## src/rtl/fp_iter_div.sv

```systemverilog
// Multi-cycle floating-point divide / reciprocal built on a restoring divider.
// Every operation, specials included, takes FRAC_W+4 clocks from accept to out_valid.
module fp_iter_div #(
   parameter int EXP_W  = 8,
   parameter int FRAC_W = 7
) (
   input  logic                  clk,
   input  logic                  reset,
   input  logic                  in_valid,
   output logic                  in_ready,
   input  logic                  in_op,
   input  logic [EXP_W+FRAC_W:0] in_a,
   input  logic [EXP_W+FRAC_W:0] in_b,
   output logic                  out_valid,
   input  logic                  out_ready,
   output logic [EXP_W+FRAC_W:0] out_r,
   output logic [3:0]            out_flags
);
   localparam int W     = 1 + EXP_W + FRAC_W;
   localparam int CNT_W = $clog2(FRAC_W + 2);
   localparam logic [CNT_W-1:0]        LAST_CNT = CNT_W'(FRAC_W + 1);
   localparam logic [EXP_W-1:0]        BIAS     = EXP_W'((1 << (EXP_W - 1)) - 1);
   localparam logic [EXP_W-1:0]        EXP_ONES = '1;
   localparam logic signed [EXP_W+1:0] EXP_MAX  = (EXP_W+2)'((1 << EXP_W) - 1);
   localparam logic signed [EXP_W+1:0] ONE_S    = (EXP_W+2)'(1);
   localparam logic [W-1:0]            NAN_VAL  = {1'b0, EXP_ONES, 1'b1, {(FRAC_W-1){1'b0}}};

   typedef enum logic [2:0] {IDLE, SETUP, ITER, NORM, DONE} state_t;
   state_t state, state_next;

   logic [W-1:0]            a_r, b_r;
   logic [FRAC_W+1:0]       rem;
   logic [FRAC_W:0]         div;
   logic [FRAC_W+1:0]       q;
   logic [CNT_W-1:0]        cnt;
   logic signed [EXP_W+1:0] exp_raw;
   logic                    sign_r;
   logic                    spec_hit_r;
   logic [W-1:0]            spec_val_r;
   logic [3:0]              spec_flags_r;

   logic                    sa, sb;
   logic [EXP_W-1:0]        ea, eb;
   logic [FRAC_W-1:0]       fa, fb;
   logic                    a_nan, a_inf, a_zero, b_nan, b_inf, b_zero;
   logic                    spec_hit;
   logic [W-1:0]            spec_val;
   logic [3:0]              spec_flags;
   logic signed [EXP_W+1:0] exp_calc;
   logic [FRAC_W+2:0]       diff;
   logic                    ge;
   logic signed [EXP_W+1:0] exp_n;
   logic [FRAC_W-1:0]       frac_n;
   logic [W-1:0]            res_val;
   logic [3:0]              res_flags;

   assign {sa, ea, fa} = a_r;
   assign {sb, eb, fb} = b_r;
   assign a_nan  = (ea == EXP_ONES) && (fa != '0);
   assign a_inf  = (ea == EXP_ONES) && (fa == '0);
   assign a_zero = (ea == '0);
   assign b_nan  = (eb == EXP_ONES) && (fb != '0);
   assign b_inf  = (eb == EXP_ONES) && (fb == '0);
   assign b_zero = (eb == '0);
   assign exp_calc = $signed({2'b00, ea}) - $signed({2'b00, eb}) + $signed({2'b00, BIAS});

   assign diff = {1'b0, rem} - {2'b00, div};
   assign ge   = ~diff[FRAC_W+2];

   assign in_ready  = (state == IDLE);
   assign out_valid = (state == DONE);

   always_ff @(posedge clk or posedge reset) begin
      if (reset) state <= IDLE;
      else       state <= state_next;
   end

   always_comb begin
      state_next = state;
      case (state)
         IDLE:    if (in_valid) state_next = SETUP;
         SETUP:   state_next = ITER;
         ITER:    if (cnt == LAST_CNT) state_next = NORM;
         NORM:    state_next = DONE;
         DONE:    if (out_ready) state_next = IDLE;
         default: state_next = IDLE;
      endcase
   end

   // Special operands are classified once; the divider still runs so latency never varies.
   always_comb begin
      spec_hit   = 1'b1;
      spec_flags = 4'b0000;
      spec_val   = {sa ^ sb, {(EXP_W+FRAC_W){1'b0}}};
      if (a_nan || b_nan || (a_inf && b_inf) || (a_zero && b_zero)) begin
         spec_val   = NAN_VAL;
         spec_flags = 4'b1000;
      end else if (a_inf) begin
         spec_val = {sa ^ sb, EXP_ONES, {FRAC_W{1'b0}}};
      end else if (b_zero) begin
         spec_val   = {sa ^ sb, EXP_ONES, {FRAC_W{1'b0}}};
         spec_flags = 4'b0100;
      end else if (!(b_inf || a_zero)) begin
         spec_hit = 1'b0;
      end
   end

   always_comb begin
      exp_n     = q[FRAC_W+1] ? exp_raw : exp_raw - ONE_S;
      frac_n    = q[FRAC_W+1] ? q[FRAC_W:1] : q[FRAC_W-1:0];
      res_val   = {sign_r, exp_n[EXP_W-1:0], frac_n};
      res_flags = 4'b0000;
      if (spec_hit_r) begin
         res_val   = spec_val_r;
         res_flags = spec_flags_r;
      end else if (exp_n >= EXP_MAX) begin
         res_val   = {sign_r, EXP_ONES, {FRAC_W{1'b0}}};
         res_flags = 4'b0010;
      end else if (exp_n[EXP_W+1] || (exp_n == '0)) begin
         res_val   = {sign_r, {(EXP_W+FRAC_W){1'b0}}};
         res_flags = 4'b0001;
      end
   end

   always_ff @(posedge clk or posedge reset) begin
      if (reset) begin
         a_r          <= '0;
         b_r          <= '0;
         rem          <= '0;
         div          <= '0;
         q            <= '0;
         cnt          <= '0;
         exp_raw      <= '0;
         sign_r       <= 1'b0;
         spec_hit_r   <= 1'b0;
         spec_val_r   <= '0;
         spec_flags_r <= '0;
         out_r        <= '0;
         out_flags    <= '0;
      end else begin
         case (state)
            IDLE: if (in_valid) begin
               a_r <= in_op ? {1'b0, BIAS, {FRAC_W{1'b0}}} : in_a;
               b_r <= in_b;
            end
            SETUP: begin
               rem          <= {1'b0, 1'b1, fa};
               div          <= {1'b1, fb};
               q            <= '0;
               cnt          <= '0;
               exp_raw      <= exp_calc;
               sign_r       <= sa ^ sb;
               spec_hit_r   <= spec_hit;
               spec_val_r   <= spec_val;
               spec_flags_r <= spec_flags;
            end
            ITER: begin
               rem <= ge ? (diff[FRAC_W+1:0] << 1) : (rem << 1);
               q   <= {q[FRAC_W:0], ge};
               if (cnt != LAST_CNT) cnt <= cnt + 1'b1;
            end
            NORM: begin
               out_r     <= res_val;
               out_flags <= res_flags;
            end
            default: ;
         endcase
      end
   end
endmodule

```

## config.mk

```make
export PLATFORM = sky130hd
export DESIGN_NAME = fp_iter_div
export DESIGN_NICKNAME = d
export VERILOG_FILES = /design/src/rtl/fp_iter_div.sv
export SDC_FILE = /design/constraint.sdc
export NUM_CORES = 1
export LEC_CHECK = 0
export BUFFER_PORTS_ARGS = -buffer_cell sky130_fd_sc_hd__buf_2
export CAP_MARGIN = 0
export CORE_MARGIN = 2
export CORE_UTILIZATION = 50
export DETAILED_ROUTE_END_ITERATION = 12
export HOLD_SLACK_MARGIN = 0.1
export PLACE_DENSITY_LB_ADDON = 0.25
export SYNTH_ARGS = -nofsm -noshare
export SYNTH_HDL_FRONTEND = slang
export SYNTH_SLANG_ARGS = --single-unit
export TNS_END_PERCENT = 5
```

## constraint.sdc

```tcl
create_clock -name clk -period 3.9 [get_ports clk]
set_input_delay 0.195 -clock clk [delete_from_list [all_inputs] [get_ports clk]]
set_output_delay 0.195 -clock clk [all_outputs]
set_load 0.005 [all_outputs]
```

==> impl_metrics.yaml, run 1 <==
die:
  die_w_um: 108
  rows: 37
  ios: 59
  die_y_um: 108
  core_um2: 10400
  dieArea_um2: 11700
  start_util_pct: 51.9
clock_tree:
  cts_resized: 0
  cts_tree: "built"
  cts_root_buffer: "clkbuf_8"
  path_clk_slew_ns: 0.10
  ctsHoldBuffers: 32
  h-tree-depth: 3
  clkLatencyLatePin_ns: 0.36
  numCtsBuffers: 9
  clockBufferDepth: 2
  cts_setup_buffers: 0
  cts.sinks: 101
worst_setup_path:
  required_ns: 4.10
  startpoint: "a_r[7]"
  reg2reg_to: "exp_raw[7]"
  r2r_slack_ns: 1.23
  cp_slowest_stage_delay_ns: 0.42
  startpoint_type: "register"
  worstPathMaxFanout: 3
  r2r_cells: 10
  critical_path.endpoint: "exp_raw[7]"
  reg2reg_from: "a_r[7]"
  crit_arrival_ns: 2.87
  path_class: "register to register"
  crit_chain: "inv_1, ha_1, inv_1, fa_1, xnor2_1, and3_1, nor3b_1, nor3b_1, xnor2_1, o21ai_0"
  worst_path_max_delay_cell: "dfrtp_1"
  critPathCaptureType: "register"
global_routing:
  grt_pass1_vias: 4119
  antenna_found_initial: 0
  overflow: 0
  grt_max_degree: 77
  grtUsageTotal_pct: 20.7
  grt_pass1_wl_mm: 19.3
timing:
  grt_setup_unrepaired: "false"
  finClkSkew_ns: 0.0113
  period_share_pct: 68.4
  worstMarginPinSlew_ns: 0.955
  finalHoldViolCount: 0
  final-setup-viol-count: 0
  layout_setup_ws_ns: 1.23
  tns_ns: 0
  relSlewSlack_pct: 36.2
  fmax_ghz: 0.375
  fin_crit_ns: 2.67
  slew_violations: 0
pwr:
  total_power_uw: 5570
  ir_drop_uv: 444
  cellLeakagePower_uw: 0.00294
  powerDensity_nw_per_um2: 882
logic_synthesis:
  ys.flop_type: "dfrtp_1"
  async_reset_ff_share_pct: 100
  ys_seq_area_share_pct: 46.8
  yosys.cell_types.count: 61
  syn_nets: 625
  netlist_area_um2: 5400
  synth_cells: 566
  syn_area_per_cell_um2: 9.54
  synth-edff-count: 0
  ys_seq_elements: 101
  ys.warnings.count: 0
cells_and_area:
  drive_gt1_share_pct: 16.2
  final_area_um2: 6320
  fill_cells: 869
  layout.nets: 701
  area_growth_pct: 17.0
  post-route-util_pct: 60.6
  antenna_cells: 0
placement:
  gp_congestion: 0.835
  portBuffers: 58
  hpwlAfterDp_mm: 7.82
  place_area_um2: 5780
  dp_slack_ns: 1.26
drt:
  drt_wl_total_mm: 11.1
  first_pass_iters: 5
  avgRoutedWirePerCell_um: 14.2
  dr_total_vias: 4278
  drtIter0Drc: 196
  ant_nets: 0
  avgViaCountPerCell: 5.46
  drc: 0
status:
  status: "completed"
job:
  max_cap_violations: 0
worst_hold_path:
  worstHoldPathType: "input pin to register"
[registers in the layout, summed over array words and instances (netlist names)]
signal        count
a_r              16
spec_hit_r        1
exp_raw          10
q                 9
cnt               4
sign_r            1
out_flags         4
out_r            16
rem               9
state             3
b_r              16
spec_flags_r      1
spec_val_r        3
div               8
[worst min path at each step]
stage          startpoint       end  slack (ns)  cells after the start
2_1_floorplan    in_a[14]   a_r[14]        0.34                      2
3_3_place_gp      in_b[8]    b_r[8]        0.43                      2
3_5_place_dp      in_b[1]    b_r[1]        0.43                      2
4_1_cts          in_a[13]   a_r[13]        0.11                      3
5_1_grt         out_ready  state[2]        0.12                      3
6_report         in_a[13]   a_r[13]        0.12                      3
[layout make-up]
class,count,area (um2),share of cell area (%)
multi-input cells,403,2630,41.6
well taps,136,170,2.69
repair buffers,95,648,10.3
clock inverters,6,93.8,1.49
flip-flops and latches,101,2530,40.0
clock buffers,10,128,2.02
inverters,32,123,1.94
[worst max-delay path: cells and delay by family, from the launching register on]
| kind | cells | cell delay [ns] |
|---|---|---|
| buffers and inverters | 2 | 0.15 |
| flip-flops | 1 | 0.42 |
| AO/OA/AOI/OAI | 1 | 0.08 |
| AND/OR/NAND/NOR | 3 | 0.87 |
| adder cells (fa/ha/maj) | 2 | 0.56 |
| XOR/XNOR | 2 | 0.42 |
[through the flow]
step	hold slack, ns	std cells
final	0.122	783
after global routing	0.120	783
after CTS	0.107	783
after detailed placement	0.432	735
after global placement	0.427	735
after floorplan	0.343	566
[cells by family after synthesis]
logic type      share of synthesized area, %
simple gates                            18.5
compound gates                          14.2
flops                                   46.8
buf+inv                                 4.66
xor+xnor                                4.84
mux                                     5.58
fa+ha+maj                               5.37
[cells in the mapped netlist, drive strengths merged, types with 9 or more instances]
cell type  instances  area [um2]
clkbuf            24        91.3
inv               32         120
nand2b            14        87.6
xnor2             17         156
mux2i             11         110
nor3              12        71.3
xor2              12         105
mux2              17         191
nor4              13        81.3
ha                20         250
nor2              27         101
nand3             14        75.1
nand2             90         338
o21ai             51         255
dfrtp            101        2530
a22o              11        96.3
a21oi             13        65.1
o211ai             9        72.6
[power by group]
part / switching (uW) / total [uW] / internal, uW
registers: 444 / 1940 / 1490
logic: 1600 / 2900 / 1290
clock network: 368 / 737 / 369
[routing by layer]
metal | vias up | GRT usage [%] | routed length (um)
met5 | - | 0 | 0
met4 | 0 | 6.41 | 184
met3 | 16 | 3.98 | 488
met2 | 117 | 33.4 | 5110
met1 | 2011 | 28.5 | 5340
li1 | 2134 | - | -
[layout by cell type (no fill, tap or decap), drive strengths merged, types with 4 or more instances in the layout]
master / n
dfrtp: 101
nand2: 90
buf: 63
o21ai: 51
inv: 35
dlygate4sd3: 32
nor2: 27
ha: 20
mux2: 17
xnor2: 17
nand2b: 14
nand3: 14
a21oi: 13
nor4: 13
xor2: 12
nor3: 12
a22o: 11
mux2i: 11
clkbuf: 10
o211ai: 9
nor2b: 7
a31oi: 6
o22ai: 6
o31ai: 5
nand4: 5
nor3b: 5
and3: 4
(Power assumes the default switching activity.)
==> run 2, diff against run 1 <==
==> constraint.sdc (replaced) <==
create_clock -name clk -period 2.45 [get_ports clk]
set_input_delay 0.1225 -clock clk [delete_from_list [all_inputs] [get_ports clk]]
set_output_delay 0.1225 -clock clk [all_outputs]
set_load 0.005 [all_outputs]
==> impl_metrics.yaml, run 2 (synthesis results as in run 1) <==
die:
  core_um2: 10400
  die_w_um: 108
  ios: 59
  start_util_pct: 51.9
  dieArea_um2: 11700
  die_y_um: 108
  rows: 37
global_routing:
  grt_pass1_wl_mm: 19.6
  antenna_found_initial: 0
  grt_pass1_vias: 4231
  grtUsageTotal_pct: 20.8
  grt_max_degree: 49
  overflow: 0
timing:
  period_share_pct: 96.7
  slew_violations: 0
  layout_setup_ws_ns: 0.0799
  relSlewSlack_pct: 59.2
  worstMarginPinSlew_ns: 0.609
  finClkSkew_ns: 0.0157
  final-setup-viol-count: 0
  finalHoldViolCount: 0
  grt_setup_unrepaired: "true"
  fin_crit_ns: 2.37
  fmax_ghz: 0.422
worst_setup_path:
  critPathCaptureType: "register"
  startpoint_type: "register"
  r2r_slack_ns: 0.08
  worstPathMaxFanout: 3
  path_class: "register to register"
  required_ns: 2.70
  crit_arrival_ns: 2.62
cells_and_area:
  final_common_cell: "dfrtp_1"
  antenna_cells: 0
  reg_top3: "a_r (16), b_r (16), out_r (16)"
  layout_common_cells: "dfrtp_1, nand2_1, buf_2, o21ai_0, dlygate4sd3_1"
  layout.nets: 719
  fin_cells: 801
  drive_gt1_share_pct: 21.8
  area_growth_pct: 21.2
drt:
  avgViaCountPerCell: 5.41
  drtIter0Drc: 267
  drt_wl_total_mm: 11.5
  drc: 0
  ant_nets: 0
  dr_total_vias: 4337
  avgRoutedWirePerCell_um: 14.3
  first_pass_iters: 5
clock_tree:
  cts_root_buffer: "clkbuf_8"
  numCtsBuffers: 9
  clockBufferDepth: 2
  cts.sinks: 101
  h-tree-depth: 3
  cts_tree: "built"
  clkLatencyLatePin_ns: 0.36
  path_clk_slew_ns: 0.10
pwr:
  ir_drop_uv: 662
  cellLeakagePower_uw: 0.00304
  powerDensity_nw_per_um2: 1410
placement:
  dp_cells: 749
  dp_slack_ns: -0.0301
  gp_congestion: 0.821
  portBuffers: 58
  hpwlAfterDp_mm: 7.97
worst_hold_path:
  worstHoldPathType: "input pin to register"
job:
  max_cap_violations: 0
status:
  status: "completed"
## run 2: timing repair
item	CTS	global route
gates resized for setup	2	27
pin swaps	1	7
hold buffers	35	0
hold endpoints to repair	55	0
setup buffers	0	1
setup endpoints to repair	3	26
## run 2: layout make-up
class / instances / area [um2]
Timing Repair Buffer: 113 / 803
Clock inverter: 7 / 56.3
Multi-Input combinational cell: 403 / 2740
Fill cell: 861 / 3870
Tap cell: 136 / 170
Inverter: 32 / 124
Sequential cell: 101 / 2530
Clock buffer: 9 / 124
## run 2: power by group
group,switching [uW],leakage (uW),internal [uW]
sequential,644,0.00128,2380
clock,611,0.0000906,383
combinational,2820,0.00167,2420
## run 2: stage by stage
step | hold slack [ns] | TNS, ns | utilization (%) | power [uW] | area (um2)
after global placement | 0.196 | 0 | 56.6 | 7620 | 5890
after CTS | 0.159 | 0 | 61.8 | 8900 | 6440
after global routing | 0.197 | -0.166 | 62.8 | 10100 | 6550
after floorplan | 0.271 | 0 | - | 6640 | 5410
final | 0.168 | 0 | 62.8 | 9250 | 6550
after detailed placement | 0.199 | -0.0344 | 56.6 | 7810 | 5890
## run 2: critical path, stage by stage (launching register included)
cell,delay (ns)
dfrtp_1,0.42
inv_2,0.09
ha_4,0.14
inv_2,0.04
fa_2,0.38
nand3_2,0.10
nand3_2,0.07
nor2b_4,0.13
or3_4,0.40
o31ai_4,0.25
xor2_1,0.16
o21ai_1,0.08
## run 2: per-layer routing
metal | wire length [um] | GRT usage, %
met4 | 114 | 5.49
met1 | 5390 | 29.2
met2 | 5490 | 33.9
met3 | 471 | 3.13
met5 | 0 | 0
## run 2: final timing paths
path / startpoint / endpoint / cells past startpoint
min: in_op / a_r[8] / 3
max reg2reg: a_r[7] / exp_raw[8] / 11
min reg2reg: div[7] / div[7] / 2
max: a_r[7] / exp_raw[8] / 11
max in group asynchronous: reset / a_r[7] / 4
min in group asynchronous: reset / out_r[13] / 3
